$ cat src/rtl/bsg_manycore_sdr_reset_sequencer_row.sv
// Sequenced SDR link reset for one row of north/south channels, pipelined hop-by-hop.
// Optional status ports (phase_o, abort_o) under `define BSG_MANYCORE_SDR_RESET_SEQ_STATUS_EN.

module bsg_manycore_sdr_reset_hop #(
  parameter int hop_regs_p = 1
) (
  input  logic       clk,
  input  logic       reset,
  input  logic       en,
  input  logic [4:0] prev,
  output logic [4:0] fwd,
  output logic [4:0] chan
);
  // vector layout: {token, downstream, downlink, uplink, core}
  localparam logic [4:0] rst_vec_lp = 5'b01111;

  if (hop_regs_p == 0) begin : g_comb
    assign fwd = prev;
  end else begin : g_reg
    logic [hop_regs_p-1:0][4:0] pipe;
    always_ff @(posedge clk) begin
      if (reset) pipe <= {hop_regs_p{rst_vec_lp}};
      else begin
        pipe[0] <= prev;
        for (int i = 1; i < hop_regs_p; i++) pipe[i] <= pipe[i-1];
      end
    end
    assign fwd = pipe[hop_regs_p-1];
  end

  // masking only affects this channel; downstream hops still see fwd
  assign chan = en ? fwd : rst_vec_lp;
endmodule

module bsg_manycore_sdr_reset_sequencer_row #(
  parameter int num_tiles_x_p  = 16,
  parameter int hop_regs_p     = 1,
  parameter int phase_cycles_p = 16
) (
  input  logic                     core_clk_i,
  input  logic                     core_reset_i,
  input  logic                     start_i,
  output logic                     ready_o,
  output logic                     done_o,
  input  logic [num_tiles_x_p-1:0] channel_en_i,
  output logic [num_tiles_x_p-1:0] core_reset_ver_o,
  output logic                     core_reset_o,
  output logic [num_tiles_x_p-1:0] async_uplink_reset_o,
  output logic [num_tiles_x_p-1:0] async_downlink_reset_o,
  output logic [num_tiles_x_p-1:0] async_downstream_reset_o,
  output logic [num_tiles_x_p-1:0] async_token_reset_o
`ifdef BSG_MANYCORE_SDR_RESET_SEQ_STATUS_EN
  ,
  output logic [3:0]               phase_o,
  output logic [0:0]               abort_o
`endif
);
  localparam logic [4:0] rst_vec_lp  = 5'b01111;
  localparam int drain_cycles_lp     = num_tiles_x_p * hop_regs_p;
  localparam int pcw_lp              = $clog2(phase_cycles_p + 1);
  localparam int dcw_lp              = (drain_cycles_lp > 0) ? $clog2(drain_cycles_lp + 1) : 1;
  localparam int drain_ld_lp         = (drain_cycles_lp > 0) ? drain_cycles_lp - 1 : 0;

  typedef enum logic [3:0] {
    IDLE = 4'd0, ASSERT = 4'd1, TOKEN_HI = 4'd2, TOKEN_LO = 4'd3, UP_REL = 4'd4,
    DOWN_REL = 4'd5, STREAM_REL = 4'd6, CORE_REL = 4'd7, DRAIN = 4'd8, DONE = 4'd9
  } state_e;

  state_e              state_r, state_n;
  logic [pcw_lp-1:0]   phase_cnt_r;
  logic [dcw_lp-1:0]   drain_cnt_r;
  logic [4:0]          master_r, master_n;
  logic                start_r;
  logic                phase_tc, drain_tc;

  assign ready_o  = (state_r == IDLE) || (state_r == DONE);
  assign done_o   = (state_r == DONE);
  assign phase_tc = (phase_cnt_r == '0);
  assign drain_tc = (drain_cnt_r == '0);

  always_comb begin
    state_n = state_r;
    unique case (state_r)
      IDLE:       if (start_r)  state_n = ASSERT;
      ASSERT:     if (phase_tc) state_n = TOKEN_HI;
      TOKEN_HI:   if (phase_tc) state_n = TOKEN_LO;
      TOKEN_LO:   if (phase_tc) state_n = UP_REL;
      UP_REL:     if (phase_tc) state_n = DOWN_REL;
      DOWN_REL:   if (phase_tc) state_n = STREAM_REL;
      STREAM_REL: if (phase_tc) state_n = CORE_REL;
      CORE_REL:   if (phase_tc) state_n = (drain_cycles_lp == 0) ? DONE : DRAIN;
      DRAIN:      if (drain_tc) state_n = DONE;
      DONE:       if (start_r)  state_n = ASSERT;
      default:                  state_n = IDLE;
    endcase
  end

  // master vector tracks the state being entered so it changes on the entry edge
  always_comb begin
    master_n = rst_vec_lp;
    unique case (state_n)
      IDLE, ASSERT, TOKEN_LO: master_n = 5'b01111;
      TOKEN_HI:               master_n = 5'b11111;
      UP_REL:                 master_n = 5'b01101;
      DOWN_REL:               master_n = 5'b01001;
      STREAM_REL:             master_n = 5'b00001;
      default:                master_n = 5'b00000;
    endcase
  end

  always_ff @(posedge core_clk_i) begin
    if (core_reset_i) begin
      state_r     <= IDLE;
      start_r     <= 1'b0;
      master_r    <= rst_vec_lp;
      phase_cnt_r <= '0;
      drain_cnt_r <= '0;
    end else begin
      state_r  <= state_n;
      start_r  <= start_i & ready_o;
      master_r <= master_n;
      if (state_n != state_r) begin
        phase_cnt_r <= pcw_lp'(phase_cycles_p - 1);
        drain_cnt_r <= dcw_lp'(drain_ld_lp);
      end else begin
        if (!phase_tc) phase_cnt_r <= phase_cnt_r - pcw_lp'(1);
        if (!drain_tc) drain_cnt_r <= drain_cnt_r - dcw_lp'(1);
      end
    end
  end

  logic [num_tiles_x_p:0][4:0]   chain;
  logic [num_tiles_x_p-1:0][4:0] chan;
  assign chain[0] = master_r;

  for (genvar x = 0; x < num_tiles_x_p; x++) begin : g_ch
    bsg_manycore_sdr_reset_hop #(.hop_regs_p(hop_regs_p)) u_hop (
      .clk   (core_clk_i),
      .reset (core_reset_i),
      .en    (channel_en_i[x]),
      .prev  (chain[x]),
      .fwd   (chain[x+1]),
      .chan  (chan[x])
    );
    assign core_reset_ver_o[x]         = chan[x][0];
    assign async_uplink_reset_o[x]     = chan[x][1];
    assign async_downlink_reset_o[x]   = chan[x][2];
    assign async_downstream_reset_o[x] = chan[x][3];
    assign async_token_reset_o[x]      = chan[x][4];
  end

  assign core_reset_o = chain[num_tiles_x_p][0];

`ifdef BSG_MANYCORE_SDR_RESET_SEQ_STATUS_EN
  logic abort_r;
  always_ff @(posedge core_clk_i)
    abort_r <= core_reset_i && (state_r != IDLE) && (state_r != DONE);
  assign phase_o = state_r;
  assign abort_o = abort_r;
`endif
endmodule

$ cat config.mk
export PLATFORM = sky130hd
export DESIGN_NAME = bsg_manycore_sdr_reset_sequencer_row
export DESIGN_NICKNAME = d
export VERILOG_FILES = /design/src/rtl/bsg_manycore_sdr_reset_sequencer_row.sv
export SDC_FILE = /design/constraint.sdc
export NUM_CORES = 1
export LEC_CHECK = 0
export CORE_MARGIN = 5
export CORE_UTILIZATION = 47
export DETAILED_ROUTE_END_ITERATION = 7
export PLACE_DENSITY = 0.88
export SLEW_MARGIN = 30
export SYNTH_ARGS = -nofsm -noshare
export SYNTH_HDL_FRONTEND = slang
export SYNTH_HIERARCHICAL = 1
export SYNTH_SLANG_ARGS = --single-unit
$ cat constraint.sdc
create_clock -name core_clk_i -period 2.14 [get_ports core_clk_i]
set_clock_uncertainty 0.15 [all_clocks]
set_input_delay 0.428 -clock core_clk_i [delete_from_list [all_inputs] [get_ports core_clk_i]]
set_output_delay 0.428 -clock core_clk_i [all_outputs]
set_load 0.1 [all_outputs]
[Word-level counts from Yosys, hierarchy flattened]
Cells that the tools add are included.
Storage, ports and cells
  register bits after elaboration: 100
  output and inout port bits: 83
  logic and storage cells: 83
Operators by class
  add/subtract/negate cells: 2
  equal/unequal tests: 18
  muxes and demuxes: 31
  bitwise logic cells: 1
  reductions and logical operators: 8
Operators with widths (number)
  $mux W5: 16
  $mux W4: 13
  $pmux W4 S9: 1
  $eq A4 B3 Y1 const B: 7
  $pmux W5 S5: 1
  $eq A4 B2 Y1 const B: 4
  $logic_not A5 Y1: 2
  $sub A5 B1 Y5 const B: 2
  $eq A4 B1 Y1 const B: 2
  $eq A4 B4 Y1 const B: 2
  $logic_not A4 Y1: 2
  $ne A2 B1 Y1 const B: 2
  $ne A4 B4 Y1: 1
  $reduce_or A2 Y1: 2
  $reduce_or A3 Y1: 1
  $and A1 B1 Y1: 1
  $logic_or A1 B1 Y1: 1

[Depth between registers and ports, before layout]
Gate-level depths: netlist of run 1.
  word-level depth: 6
  depth in mapped cells: 7

[Hierarchy]
Netlist of run 1, hierarchy kept.
By module, submodules not included
  bsg_manycore_sdr_reset_hop: times used 16, cells an instance 15, area each 162.7 um^2
  bsg_manycore_sdr_reset_sequencer_row: times used 1, cells an instance 117, area each 1022.2 um^2

[Worst setup path after synthesis of run 1]
Ideal clock, no wire load.
  path type: flip-flop to output port
  from: register g_ch[15].u_hop.g_reg.pipe (netlist bit g_ch[15].u_hop/fwd[0])
  to: output port core_reset_ver_o[15]
  arrival: 1.794 ns
  slack: -0.232 ns
  stages on the path, launching flop included: 2
  cell sequence: dfxtp_1 -> nand2b_1
On the way
  longest elaborated chain between the ends: 1
RTL lines
  from (decl): RTL line 20  | logic [hop_regs_p-1:0][4:0] pipe;
  from (signal assigned): RTL line 22  | if (reset) pipe <= {hop_regs_p{rst_vec_lp}};
  $mux W5: RTL line 32  | assign chan = en ? fwd : rst_vec_lp;
  to (decl): RTL line 46  | output logic [num_tiles_x_p-1:0] core_reset_ver_o,
Every way passes these cells.

[Worst setup path after layout of run 1]
  from: register state_r[0]
  to: output port ready_o
On the way
  longest elaborated chain between the ends: 2
  elaborated cells between the ends (all ways): 3
RTL lines
  from (decl): RTL line 69  | state_e state_r, state_n;
  from (signal assigned): RTL line 119  | state_r <= state_n;
  $eq A4 B4 Y1 or $logic_not A4 Y1 (tied branches): RTL line 76  | assign ready_o = (state_r == IDLE) || (state_r == DONE);
  $logic_or A1 B1 Y1 *: RTL line 76
  to (decl): RTL line 43  | output logic ready_o,
Every way passes the cells marked *; elsewhere a longest branch is shown, timed or not.

==> impl_metrics.ini, run 1 <==
[run_status]
status = finished, final reports clean

[timing]
setup_tns_ns = 0
finalSetupViolations = 0
layout_min_cycle_time_ns = 2.06
worst_slew_margin_rel = 0.724
finalHoldViolCount = 0
tightest_slew_ns = 0.414
rsz0062_at_grt = false
fmax_mhz = 486
min_period_over_period = 0.961
maxSlewViolCount = 0

[layout]
diodes = 0
num-nets-final = 491
fillCellCount = 441
final_area_sq_mm = 0.00580
final_cells = 574
layout-drive-gt1-share = 0.250
area_growth_pct = 59.9
final_util = 0.762

[critical_path]
ff2ff_setup_slack_ns = 0.16
crit_path_start = state_r[0]
crit_type = reg2out
cp_max_fo = 16
required_ns = 1.56
crit_path_end = ready_o
rr_endpoint = drain_cnt_r[4]
arrival_ns = 1.48
ff2ff_path_depth = 6
start_kind = register
end_kind = output port
r2r-start = drain_cnt_r[0]

[clock_tree]
cts_buffers = 9
ctsHoldBuffers = 0
cts.sinks = 100
cts_buffer_depth = 2
cts.clk_slew.worst_paths_ns = 0.09
cts_tree = built
htreeDepth = 3
clkLatencyLatePin_ns = 0.36
cts_root_buf = clkbuf_8

[logic_synthesis]
netlist.area_leader.share = 0.552
synth_flop_cell = dfxtp_1
synth_seq_cells = 100
synth_largest_area_cell = dfxtp_1
yosysMostFrequentCell = dfxtp_1
yosys_warnings = 6
synth_common_cells = dfxtp_1 (100), nand2b_1 (66), or2_1 (64)
synth_fp_nets = 380
synth_area_per_cell_sq_um = 10.2
syn_area_sq_mm = 0.00362
synthCells = 357
synth_cell_types = 35
seq_area_frac_synth = 0.552
yosys-top-cells-area = dfxtp_1 (55%), nand2b_1 (11%), or2_1 (11%)
synth_edf_count = 0
synthArstFlopShare = 0

[routing]
avgViaCountPerCell = 4.91
post_drt_wl_per_cell_um = 16.1
drt.antenna.violating_nets = 0
drcViolationCount = 0
dr.pass1.iters = 4
drt-initial-drc-count = 80
finalWirelength_um = 9230
vias = 2821

[floorplan]
ios = 102
rows = 32
die-area_sq_mm = 0.00957
die_h_um = 97.8
die_w_um = 97.8
core_sq_mm = 0.00761
start_util = 0.476

[power_and_ir_drop]
p_leak_nw = 2.25
peakVddDrop_v = 0.000800
power.density_mw_per_mm2 = 728

[worst_hold_path]
min_path_type = reg2reg
hp-start = master_r[1]

[run]
maxCapViolCount = 0

[place]
dpl_cell_area_sq_mm = 0.00557
hpwl_um = 7150
io_buffers = 101
gp_congestion = 0.816
dp.cells = 557

[global_routing]
grt_first_pass_wirelength_um = 15200
grt_pass1_vias = 3066
grt_use_total = 0.198
grt_max_degree = 36
overflow = 0
antenna_found_initial = 0
metal layers:
layer  vias up  global-route usage  wire [um]  share of wire
met1      1329               0.219       3570           0.39
met2       120               0.347       4780           0.52
met4         0              0.0682        119          0.013
met3        12              0.0750        756          0.082
met5         -                   0          0              0
li1       1360                   -          -              -
registers in the layout, summed over array words and instances (netlist names):
register	cells
drain_cnt_r	5
state_r	4
master_r	5
phase_cnt_r	5
g_ch.u_hop/fwd	80
start_r	1
what timing repair did:
action,4_1_cts,5_1_grt
pin swaps,0,0
setup buffers,0,2
gates resized for setup,3,3
endpoints found under the setup margin,2,9
metrics by stage:
step	power (mW)	worst slack, ns	hold WS [ns]
after detailed placement	3.00	0.0675	0.248
final	4.22	0.0826	0.267
after floorplan	2.76	0.00392	0.233
after global routing	4.43	0.0122	0.293
after global placement	2.92	0.187	0.241
after CTS	4.18	0.0143	0.274
worst min path at each step:
stage                            to  cells past startpoint
5_1_grt        g_ch[0].u_hop/fwd[1]                      1
2_1_floorplan  g_ch[0].u_hop/fwd[0]                      1
3_5_place_dp   g_ch[0].u_hop/fwd[2]                      1
4_1_cts        g_ch[0].u_hop/fwd[1]                      1
3_3_place_gp   g_ch[0].u_hop/fwd[1]                      1
6_report       g_ch[0].u_hop/fwd[1]                      1
power breakdown:
| group | total, mW | internal, mW | leakage (nW) | switching, mW |
|---|---|---|---|---|
| Combinational | 0.944 | 0.442 | 1.35 | 0.502 |
| Sequential | 2.10 | 1.96 | 0.813 | 0.138 |
| Clock | 1.18 | 0.541 | 0.0890 | 0.635 |
| Total | 4.22 | 2.95 | 2.25 | 1.28 |
placed cells by master (no fill, tap or decap), types with 8 or more instances in the layout:
cell,count
nand2b_1,65
a21oi_1,12
clkdlybuf4s50_1,17
nor2b_1,16
nand2_1,14
or2_1,64
nor2_1,8
clkbuf_8,9
dfxtp_1,97
and2_1,17
buf_12,82
worst max-delay path, stage by stage (launching register included):
cell	delay, ns
dfxtp_2	0.49
nand2b_1	0.18
and3_1	0.25
buf_12	0.20
layout make-up:
cell class | instances | area [sq um] | share of cell area
Sequential cell | 100 | 2010 | 0.346
Clock buffer | 10 | 128 | 0.0220
Inverter | 6 | 22.5 | 0.00389
Tap cell | 102 | 128 | 0.0220
Clock inverter | 5 | 62.6 | 0.0108
Multi-Input combinational cell | 245 | 1590 | 0.274
Timing Repair Buffer | 106 | 1860 | 0.321
cell families after synthesis:
kind of cell,synth area share
flops,0.552
simple gates,0.344
compound gates,0.0483
buf+inv,0.0148
fa+ha+maj,0.0138
xor+xnor,0.0169
mux,0.00932
Power figures use the tool's default switching activity.
==> inputs of run 2 (changes only) <==
- SKIP_LAST_GASP: unset -> 1
==> results of run 2 <==
No change in the layout: final DEF, timing and power equal those of run 1.
==> inputs of run 3 (changes only) <==
- SKIP_LAST_GASP: 1 -> unset
==> results of run 3 <==
No change in the layout: final DEF, timing and power equal those of run 1.
